## src/rtl/rv32i_pkg.sv

```systemverilog
`default_nettype none
// ============================================================================
// Module      : rv32i_pkg
// Description : Shared RV32I datapath widths and arbiter state encoding.
// Revision    : 1.0
// ============================================================================
package rv32i_pkg;

  localparam int unsigned C_WIDTH        = 32;
  localparam int unsigned C_ADDR_WIDTH   = 5;
  localparam int unsigned C_STARVE_LIMIT = 4;

  typedef enum logic [0:0] {
    ARB_WB = 1'b0,
    ARB_MD = 1'b1
  } arb_state_t;

endpackage
`default_nettype wire

```

## src/rtl/rv32i_rf_write_arbiter_if.sv

```systemverilog
`default_nettype none
// ============================================================================
// Module      : rv32i_rf_write_arbiter_if
// Description : Writeback / mul-div request and register-file port bundle.
// Revision    : 1.0
// ============================================================================
interface rv32i_rf_write_arbiter_if
  import rv32i_pkg::*;
#(
  parameter int unsigned WIDTH      = C_WIDTH,
  parameter int unsigned ADDR_WIDTH = C_ADDR_WIDTH
);

  logic                  i_wb_valid;
  logic [ADDR_WIDTH-1:0] i_wb_rd_addr;
  logic [WIDTH-1:0]      i_wb_rd_data;
  logic                  o_wb_ready;
  logic                  i_md_valid;
  logic [ADDR_WIDTH-1:0] i_md_rd_addr;
  logic [WIDTH-1:0]      i_md_rd_data;
  logic                  o_md_ready;
  logic                  o_rf_we;
  logic [ADDR_WIDTH-1:0] o_rf_rd_addr;
  logic [WIDTH-1:0]      o_rf_rd_data;
  logic [ADDR_WIDTH-1:0] i_rs1_addr;
  logic [ADDR_WIDTH-1:0] i_rs2_addr;
  logic [WIDTH-1:0]      i_rf_rs1_data;
  logic [WIDTH-1:0]      i_rf_rs2_data;
  logic [WIDTH-1:0]      o_rs1_data;
  logic [WIDTH-1:0]      o_rs2_data;

  modport slave (
    input  i_wb_valid, i_wb_rd_addr, i_wb_rd_data,
    output o_wb_ready,
    input  i_md_valid, i_md_rd_addr, i_md_rd_data,
    output o_md_ready,
    output o_rf_we, o_rf_rd_addr, o_rf_rd_data,
    input  i_rs1_addr, i_rs2_addr, i_rf_rs1_data, i_rf_rs2_data,
    output o_rs1_data, o_rs2_data
  );

  modport master (
    output i_wb_valid, i_wb_rd_addr, i_wb_rd_data,
    input  o_wb_ready,
    output i_md_valid, i_md_rd_addr, i_md_rd_data,
    input  o_md_ready,
    input  o_rf_we, o_rf_rd_addr, o_rf_rd_data,
    output i_rs1_addr, i_rs2_addr, i_rf_rs1_data, i_rf_rs2_data,
    input  o_rs1_data, o_rs2_data
  );

endinterface
`default_nettype wire

```

## src/rtl/rv32i_rf_bypass.sv

```systemverilog
`default_nettype none
// ============================================================================
// Module      : rv32i_rf_bypass
// Description : Per-read-port forwarding of the pending RF write.
//               Forwarding active only with RF_WRITE_BYPASS_EN defined.
// Revision    : 1.0
// ============================================================================
module rv32i_rf_bypass
  import rv32i_pkg::*;
#(
  parameter int unsigned WIDTH      = C_WIDTH,
  parameter int unsigned ADDR_WIDTH = C_ADDR_WIDTH
) (
  input  logic                  i_rf_we,
  input  logic [ADDR_WIDTH-1:0] i_wr_addr,
  input  logic [WIDTH-1:0]      i_wr_data,
  input  logic [ADDR_WIDTH-1:0] i_rs_addr,
  input  logic [WIDTH-1:0]      i_rs_data,
  output logic [WIDTH-1:0]      o_rs_data
);

`ifdef RF_WRITE_BYPASS_EN
  logic w_hit;

  // x0 is hardwired to zero, so it never forwards
  assign w_hit     = i_rf_we && (i_wr_addr == i_rs_addr) && (i_rs_addr != '0);
  assign o_rs_data = w_hit ? i_wr_data : i_rs_data;
`else
  logic w_unused;

  assign w_unused  = ^{i_rf_we, i_wr_addr, i_wr_data, i_rs_addr};
  assign o_rs_data = i_rs_data;
`endif

endmodule
`default_nettype wire

```

## src/rtl/rv32i_rf_write_arbiter.sv

```systemverilog
`default_nettype none
// ============================================================================
// Module      : rv32i_rf_write_arbiter
// Description : Writeback vs mul/div register-file write port arbiter with
//               starvation guard; RF_WRITE_BYPASS_EN enables read forwarding.
// Revision    : 1.0
// ============================================================================
module rv32i_rf_write_arbiter
  import rv32i_pkg::*;
#(
  parameter int unsigned WIDTH        = C_WIDTH,
  parameter int unsigned ADDR_WIDTH   = C_ADDR_WIDTH,
  parameter int unsigned STARVE_LIMIT = C_STARVE_LIMIT
) (
  input  logic                           clk,
  input  logic                           rst_n,
  rv32i_rf_write_arbiter_if.slave        bus
);

  localparam int unsigned           CNT_W   = $clog2(STARVE_LIMIT + 1);
  localparam logic [CNT_W-1:0]      C_LIMIT = CNT_W'(STARVE_LIMIT);

  arb_state_t            state_q, state_d;
  logic [CNT_W-1:0]      cnt_q, cnt_d;
  logic                  rf_we_q, rf_we_d;
  logic [ADDR_WIDTH-1:0] rf_addr_q, rf_addr_d;
  logic [WIDTH-1:0]      rf_data_q, rf_data_d;

  logic w_wb_ready, w_md_ready, w_wb_xfer, w_md_xfer;

  always_comb begin
    w_wb_ready = 1'b1;
    w_md_ready = !bus.i_wb_valid;
    if (state_q == ARB_MD) begin
      w_md_ready = 1'b1;
      w_wb_ready = !bus.i_md_valid;
    end
  end

  // Readies drop the instant reset asserts, independent of the clock
  assign bus.o_wb_ready = rst_n & w_wb_ready;
  assign bus.o_md_ready = rst_n & w_md_ready;
  assign w_wb_xfer      = bus.i_wb_valid & w_wb_ready;
  assign w_md_xfer      = bus.i_md_valid & w_md_ready;

  always_comb begin
    state_d = state_q;
    cnt_d   = cnt_q;
    if (w_md_xfer) begin
      cnt_d = '0;
    end else if (bus.i_md_valid && (cnt_q != C_LIMIT)) begin
      cnt_d = cnt_q + CNT_W'(1);
    end
    if (state_q == ARB_WB) begin
      if (cnt_d == C_LIMIT) state_d = ARB_MD;
    end else if (w_md_xfer || !bus.i_md_valid) begin
      state_d = ARB_WB;
      cnt_d   = '0;
    end
  end

  always_comb begin
    rf_we_d   = 1'b0;
    rf_addr_d = rf_addr_q;
    rf_data_d = rf_data_q;
    if (w_wb_xfer) begin
      rf_we_d   = |bus.i_wb_rd_addr;
      rf_addr_d = bus.i_wb_rd_addr;
      rf_data_d = bus.i_wb_rd_data;
    end else if (w_md_xfer) begin
      rf_we_d   = |bus.i_md_rd_addr;
      rf_addr_d = bus.i_md_rd_addr;
      rf_data_d = bus.i_md_rd_data;
    end
  end

  always_ff @(posedge clk or negedge rst_n) begin
    if (!rst_n) begin
      state_q   <= ARB_WB;
      cnt_q     <= '0;
      rf_we_q   <= 1'b0;
      rf_addr_q <= '0;
      rf_data_q <= '0;
    end else begin
      state_q   <= state_d;
      cnt_q     <= cnt_d;
      rf_we_q   <= rf_we_d;
      rf_addr_q <= rf_addr_d;
      rf_data_q <= rf_data_d;
    end
  end

  assign bus.o_rf_we      = rf_we_q;
  assign bus.o_rf_rd_addr = rf_addr_q;
  assign bus.o_rf_rd_data = rf_data_q;

  rv32i_rf_bypass #(.WIDTH(WIDTH), .ADDR_WIDTH(ADDR_WIDTH)) u_bypass_rs1 (
    .i_rf_we   (rf_we_q),
    .i_wr_addr (rf_addr_q),
    .i_wr_data (rf_data_q),
    .i_rs_addr (bus.i_rs1_addr),
    .i_rs_data (bus.i_rf_rs1_data),
    .o_rs_data (bus.o_rs1_data)
  );

  rv32i_rf_bypass #(.WIDTH(WIDTH), .ADDR_WIDTH(ADDR_WIDTH)) u_bypass_rs2 (
    .i_rf_we   (rf_we_q),
    .i_wr_addr (rf_addr_q),
    .i_wr_data (rf_data_q),
    .i_rs_addr (bus.i_rs2_addr),
    .i_rs_data (bus.i_rf_rs2_data),
    .o_rs_data (bus.o_rs2_data)
  );

endmodule
`default_nettype wire

```

## src/flat_wrapper.sv

```systemverilog
// flat-port wrapper written by rule: the top's interface ports become plain ports
module rv32i_rf_write_arbiter_flat import rv32i_pkg::*;
#(
  parameter int unsigned WIDTH        = C_WIDTH,
  parameter int unsigned ADDR_WIDTH   = C_ADDR_WIDTH,
  parameter int unsigned STARVE_LIMIT = C_STARVE_LIMIT
)
  (clk, rst_n, bus_i_wb_valid, bus_i_wb_rd_addr, bus_i_wb_rd_data, bus_o_wb_ready, bus_i_md_valid, bus_i_md_rd_addr, bus_i_md_rd_data, bus_o_md_ready, bus_o_rf_we, bus_o_rf_rd_addr, bus_o_rf_rd_data, bus_i_rs1_addr, bus_i_rs2_addr, bus_i_rf_rs1_data, bus_i_rf_rs2_data, bus_o_rs1_data, bus_o_rs2_data);
  rv32i_rf_write_arbiter_if #(.WIDTH(WIDTH), .ADDR_WIDTH(ADDR_WIDTH)) bus_i ();
  input  logic clk;
  input  logic rst_n;
  input wire logic [$bits(bus_i.i_wb_valid)-1:0] bus_i_wb_valid;
  input wire logic [$bits(bus_i.i_wb_rd_addr)-1:0] bus_i_wb_rd_addr;
  input wire logic [$bits(bus_i.i_wb_rd_data)-1:0] bus_i_wb_rd_data;
  output wire logic [$bits(bus_i.o_wb_ready)-1:0] bus_o_wb_ready;
  input wire logic [$bits(bus_i.i_md_valid)-1:0] bus_i_md_valid;
  input wire logic [$bits(bus_i.i_md_rd_addr)-1:0] bus_i_md_rd_addr;
  input wire logic [$bits(bus_i.i_md_rd_data)-1:0] bus_i_md_rd_data;
  output wire logic [$bits(bus_i.o_md_ready)-1:0] bus_o_md_ready;
  output wire logic [$bits(bus_i.o_rf_we)-1:0] bus_o_rf_we;
  output wire logic [$bits(bus_i.o_rf_rd_addr)-1:0] bus_o_rf_rd_addr;
  output wire logic [$bits(bus_i.o_rf_rd_data)-1:0] bus_o_rf_rd_data;
  input wire logic [$bits(bus_i.i_rs1_addr)-1:0] bus_i_rs1_addr;
  input wire logic [$bits(bus_i.i_rs2_addr)-1:0] bus_i_rs2_addr;
  input wire logic [$bits(bus_i.i_rf_rs1_data)-1:0] bus_i_rf_rs1_data;
  input wire logic [$bits(bus_i.i_rf_rs2_data)-1:0] bus_i_rf_rs2_data;
  output wire logic [$bits(bus_i.o_rs1_data)-1:0] bus_o_rs1_data;
  output wire logic [$bits(bus_i.o_rs2_data)-1:0] bus_o_rs2_data;
  assign bus_i.i_wb_valid = bus_i_wb_valid;
  assign bus_i.i_wb_rd_addr = bus_i_wb_rd_addr;
  assign bus_i.i_wb_rd_data = bus_i_wb_rd_data;
  assign bus_o_wb_ready = bus_i.o_wb_ready;
  assign bus_i.i_md_valid = bus_i_md_valid;
  assign bus_i.i_md_rd_addr = bus_i_md_rd_addr;
  assign bus_i.i_md_rd_data = bus_i_md_rd_data;
  assign bus_o_md_ready = bus_i.o_md_ready;
  assign bus_o_rf_we = bus_i.o_rf_we;
  assign bus_o_rf_rd_addr = bus_i.o_rf_rd_addr;
  assign bus_o_rf_rd_data = bus_i.o_rf_rd_data;
  assign bus_i.i_rs1_addr = bus_i_rs1_addr;
  assign bus_i.i_rs2_addr = bus_i_rs2_addr;
  assign bus_i.i_rf_rs1_data = bus_i_rf_rs1_data;
  assign bus_i.i_rf_rs2_data = bus_i_rf_rs2_data;
  assign bus_o_rs1_data = bus_i.o_rs1_data;
  assign bus_o_rs2_data = bus_i.o_rs2_data;
  rv32i_rf_write_arbiter #(.WIDTH(WIDTH), .ADDR_WIDTH(ADDR_WIDTH), .STARVE_LIMIT(STARVE_LIMIT)) u_core (.clk(clk), .rst_n(rst_n), .bus(bus_i));
endmodule
```

## config.mk

```make
export PLATFORM = sky130hd
export DESIGN_NAME = rv32i_rf_write_arbiter_flat
export DESIGN_NICKNAME = d
export VERILOG_FILES = /design/src/rtl/rv32i_pkg.sv /design/src/rtl/rv32i_rf_write_arbiter_if.sv /design/src/rtl/rv32i_rf_bypass.sv /design/src/rtl/rv32i_rf_write_arbiter.sv /design/src/flat_wrapper.sv
export SDC_FILE = /design/constraint.sdc
export NUM_CORES = 1
export LEC_CHECK = 0
export CAP_MARGIN = 10
export CORE_AREA = 2 2 98 100
export DETAILED_ROUTE_END_ITERATION = 16
export DIE_AREA = 0 0 100 102
export GPL_TIMING_DRIVEN = 1
export PLACE_DENSITY = 0.82
export SYNTH_ARGS = -nofsm -noshare
export SYNTH_HDL_FRONTEND = slang
export SYNTH_SLANG_ARGS = --single-unit
```

## constraint.sdc

```tcl
create_clock -name clk -period 1.69 [get_ports clk]
set_input_delay 0.338 -clock clk [delete_from_list [all_inputs] [get_ports clk]]
set_output_delay 0.338 -clock clk [all_outputs]
set_load 0.05 [all_outputs]
```

* Yosys cells after proc, flatten, opt, wreduce, memory -nomap -nowiden
Index checks and enable logic that the tools add are counted.
Word-level totals: bits of input ports 152, flip-flop bits (word level) 42, output and inout port bits 104, logic and storage cells 34
Operators by class: add/subtract/negate cells 1, reduce and logical (&&, ||, !) cells 7, muxes and demuxes 15, eq/ne operators 2, bitwise operators 4
Operators by type and width (number):
- 32-bit 2-to-1 mux | 2
- 3-bit 2-to-1 mux | 4
- 5-bit 2-to-1 mux | 2
- 5-bit OR reduction | 2
- 1-bit 2-to-1 mux | 7
- 1-bit AND | 4
- 3-bit by 1-bit adder with 3-bit output (second input constant) | 1
- 3-bit equality test (second input constant) | 1
- 3-bit inequality test (second input constant) | 1
- 1-bit logical NOT | 2
- 2-bit nonzero test | 1
- 1-bit logical AND | 1
- 1-bit logical OR | 1

* Depth between registers and ports, before layout
word-level depth 7, gate-level depth with buffers 5, mapped depth without buffers 5

* Modules after synthesis
A second synthesis with hierarchy kept.
Second synthesis, totals: cell total of the unflattened synthesis 298, area total of the unflattened synthesis 2781.4 um^2
Modules (own cells, without submodules):
- rv32i_rf_write_arbiter | instances 1, sequential area each 1051.0 um^2, area an instance 2301.0 um^2, cells each 234
- rv32i_rf_bypass | instances 2, sequential area each 0.0 um^2, area an instance 240.2 um^2, cells each 32

* Worst setup path after synthesis
No wires, ideal clock.
kind in2out, start point input bus_i_wb_valid, end point output bus_o_md_ready, stages on the path 3, path slack 0.004 ns, required time 1.352 ns, path buffers 1, arrival time 1.348 ns, cells stage by stage clkbuf_1 > nor2b_1 > nor2b_1
On the way: cells in the longest elaborated chain, start to end 3
Ends and longest elaborated chain:
- start, declared | RTL line flat_wrapper.sv:12 | input wire logic [$bits(bus_i.i_wb_valid)-1:0] bus_i_wb_valid;
- 1-bit logical NOT | RTL line rv32i_rf_write_arbiter.sv:33 | w_md_ready = !bus.i_wb_valid;
- 1-bit 2-to-1 mux | RTL line rv32i_rf_write_arbiter.sv:34 | if (state_q == ARB_MD) begin
- 1-bit AND | RTL line rv32i_rf_write_arbiter.sv:42 | assign bus.o_md_ready = rst_n & w_md_ready;
- end, declared | RTL line flat_wrapper.sv:19 | output wire logic [$bits(bus_i.o_md_ready)-1:0] bus_o_md_ready;
Every way passes these cells.

* Worst setup path in the final report
start point register u_core.state_q, end point output bus_o_wb_ready
On the way: cells in the longest elaborated chain, start to end 2
Ends and longest elaborated chain:
- start, declared | RTL line rv32i_rf_write_arbiter.sv:23 | arb_state_t state_q, state_d;
- start signal, assigned | RTL line rv32i_rf_write_arbiter.sv:85 | state_q <= state_d;
- 1-bit 2-to-1 mux | RTL line rv32i_rf_write_arbiter.sv:34
- 1-bit AND | RTL line rv32i_rf_write_arbiter.sv:41 | assign bus.o_wb_ready = rst_n & w_wb_ready;
- end, declared | RTL line flat_wrapper.sv:15 | output wire logic [$bits(bus_i.o_wb_ready)-1:0] bus_o_wb_ready;
Every way passes these cells.

==> impl_results.md <==
* Footprint of the multi-input gates at 925 µm²
* Wire length per cell at 17.7 µm
* Post-Synth Simple-Gate Area at 13.0%
* Gr usage total at 13.9%
* Seq/Total Area, Yosys at 41.2%
* Worst-margin pin slew at 0.291 ns
* H-Tree Depth at 2
* Mapped cell area at 2550 µm²
* RSZ-0062 raised after global routing: no
* Crit-path max cell delay at 0.46 ns
* Setup bufs post-CTS at 0
* RePlAce Congestion at 0.719
* Dpl ws at -0.154 ns
* DR pass1 iterations at 4
* Buf/Inv on CP at 1
* Initial antenna violation count at 0
* Number of flops mapped to enable cells by yosys at 0
* Reg area at 1050 µm²
* Synth warn at 0
* Die height at 102 µm
* Crit path DAT at 1.20 ns
* Hold Fails Final Rpt at 0
* Final hold slack at 0.0793 ns
* Starting density of the core at 28.0%
* CTS tree: yes
* Critical Path, Cell by Cell: nand2_1 > and2_1 > buf_4
* Max Clock Freq at 651 MHz
* Max-cap violations at 0
* Finished Core Util at 37.9%
* Worst setup margin at 0.154 ns
* Post-detail-place hpwl at 5400 µm
* Peak fanout along the critical path at 5
* Core area at 9110 µm²
* Vias in the first global route at 2128
* Final wirelength at 7130 µm
* Fin Setup TNS at 0 ns
* Async SR Flop Fraction at 100%
* Critical Path RT at 1.35 ns
* Cell family with most CP delay: flip-flops
* Post-route DRC at 0
* Mapped Cells at 234
* Clock sink count at 42
* Setup crit end kind: primary output
* Synthesis-stage register bit count at 42
* Initial detailed-routing violation count at 59
* Fin nets at 445
* Mux contribution to synthesized area at 0.785%
* Largest net degree at the start of global routing at 23
* Post-synthesis xor/xnor area fraction at 0.344%
* First-pass GRT wire length at 11000 µm
* Mapped Nets at 388
* Num rows at 35
* Predominant post-synthesis flop cell: dfrtp_1
* Final setup viols at 0
* Top-Level Pins at 256
* PwrDens at 973 nW/µm²
* Clock Skew at 0.00403 ns
* Tcrit/Tclk final at 90.9%
* Most frequent cells in the layout: clkdlybuf4s50_1, buf_4, dfrtp_1, or3_1, o221a_1
* Final ANT Viol Nets at 0
* Relative slew slack at 80.6%
* Critical Setup Path Class: flop to primary output
* Adder-cell area share of the yosys netlist at 0.982%
* Clk pin slew, worst setup/hold paths at 0.08 ns
* Vias per std cell at 5.10
* CTS buffer count at 5
* Slew Limit Fails at 0
* Finished Layout Cells at 403
* Vias at 2057
* Commonest non-fill, non-tap cell in the layout: clkdlybuf4s50_1
* GRT Residual Overflow at 0
* Layout cell share with drive strength beyond 1 at 28.8%
* Peak VDD IR at 0.000368 V
* Launching element type of the critical path: flop
* Hold crit path type: input pin to asynchronous set/reset pin
* Crit-path slowest cell: dfrtp_2
* Final min period at 1.54 ns
* Inserted Diodes at 0
* Area growth, synth to finish at 35.3%
* Longest Clk Path Bufs at 2
* Largest family of logic cells by synthesized area: buffers and inverters
* Clock Root Buffer: clkbuf_8
* IO Port Bufs at 117
* Post-synthesis compound-gate area fraction at 20.5%
* Filler Cell Count at 910
* Library cells used by synthesis at 33
* Clk_lat worst skew at 0.29 ns
* Die X at 100 µm
* Pleak at 0.00138 µW
* Placed insts at 395
* Status: completed
* Die area at 10200 µm²
* Synthesized area per cell at 10.9 µm²
==> synthesized netlist by cell type (2+ instances only) <==
master | instances | area share (%)
o221a_2 | 14 | 6.2
ha_1 | 2 | 0.98
a21o_1 | 5 | 1.5
or3_1 | 32 | 7.9
dfrtp_1 | 42 | 41
o221a_1 | 22 | 9.7
or2_1 | 3 | 0.74
buf_6 | 3 | 1.3
o21ai_1 | 2 | 0.39
nor2_1 | 4 | 0.59
nor2b_1 | 2 | 0.49
nand2b_1 | 4 | 0.98
clkbuf_1 | 6 | 0.88
mux2i_1 | 2 | 0.79
buf_4 | 65 | 19
buf_2 | 6 | 1.2
inv_1 | 3 | 0.44
or4_1 | 2 | 0.59
==> where the power goes <==
part / total [µW] / switching [µW] / internal, µW
Sequential: 1270 / 109 / 1160
Combinational: 1380 / 791 / 592
Clock: 708 / 369 / 338
==> state kept, by name, summed over array words and instances (netlist names) <==
signal	count
u_core.bus.o_rf_rd_data	32
u_core.state_q	1
u_core.bus.o_rf_rd_addr	5
u_core.bus.o_rf_we	1
u_core.cnt_q	3
==> final timing paths <==
path                                            from                                      end  slack [ns]  cells past startpoint
max                         u_core.state_q$_DFF_PN0_                           bus_o_wb_ready        0.15                      3
max in group asynchronous                      rst_n  u_core.bus.o_rf_rd_data[15]$_DFFE_PN0P_        1.38                      2
max reg2reg                u_core.cnt_q[0]$_DFF_PN0_                 u_core.state_q$_DFF_PN0_        0.23                      5
min in group clk           u_core.cnt_q[1]$_DFF_PN0_                u_core.cnt_q[1]$_DFF_PN0_        0.61                      2
min reg2reg                u_core.cnt_q[1]$_DFF_PN0_                u_core.cnt_q[1]$_DFF_PN0_        0.61                      2
min                                            rst_n                u_core.cnt_q[1]$_DFF_PN0_        0.08                      2
==> cells by family after synthesis <==
kind of cell    after synthesis
flops                        42
xor+xnor                      1
compound gates               49
mux                           2
fa+ha+maj                     2
buf+inv                      84
simple gates                 54
==> metrics by stage <==
stage | cell area [µm²] | total power, µW
2_1_floorplan | 2550 | 2500
3_3_place_gp | 3350 | 2640
3_5_place_dp | 3350 | 2670
4_1_cts | 3450 | 3410
5_1_grt | 3450 | 3540
6_report | 3450 | 3360
==> timing repair <==
action	4_1_cts	5_1_grt
setup endpoints to repair	2	1
gates resized for setup	4	1
endpoints found under the hold margin	0	0
hold buffers	0	0
==> final cells by class <==
class                           instances  area share [%]
Clock buffer                            7            2.50
Clock inverter                          1           0.254
Inverter                                4           0.435
Multi-Input combinational cell        108            26.8
Sequential cell                        42            30.5
Tap cell                              111            4.03
Timing Repair Buffer                  130            35.5
==> metal layers <==
metal | track usage (%) | vias to the layer above | routed length, µm
met5 | 0 | - | 0
met4 | 4.43 | 0 | 155
met3 | 3.69 | 28 | 538
met2 | 26.2 | 114 | 3640
met1 | 15.3 | 1007 | 2790
li1 | - | 908 | -
Note: power is estimated with default switching activity, not from simulation.
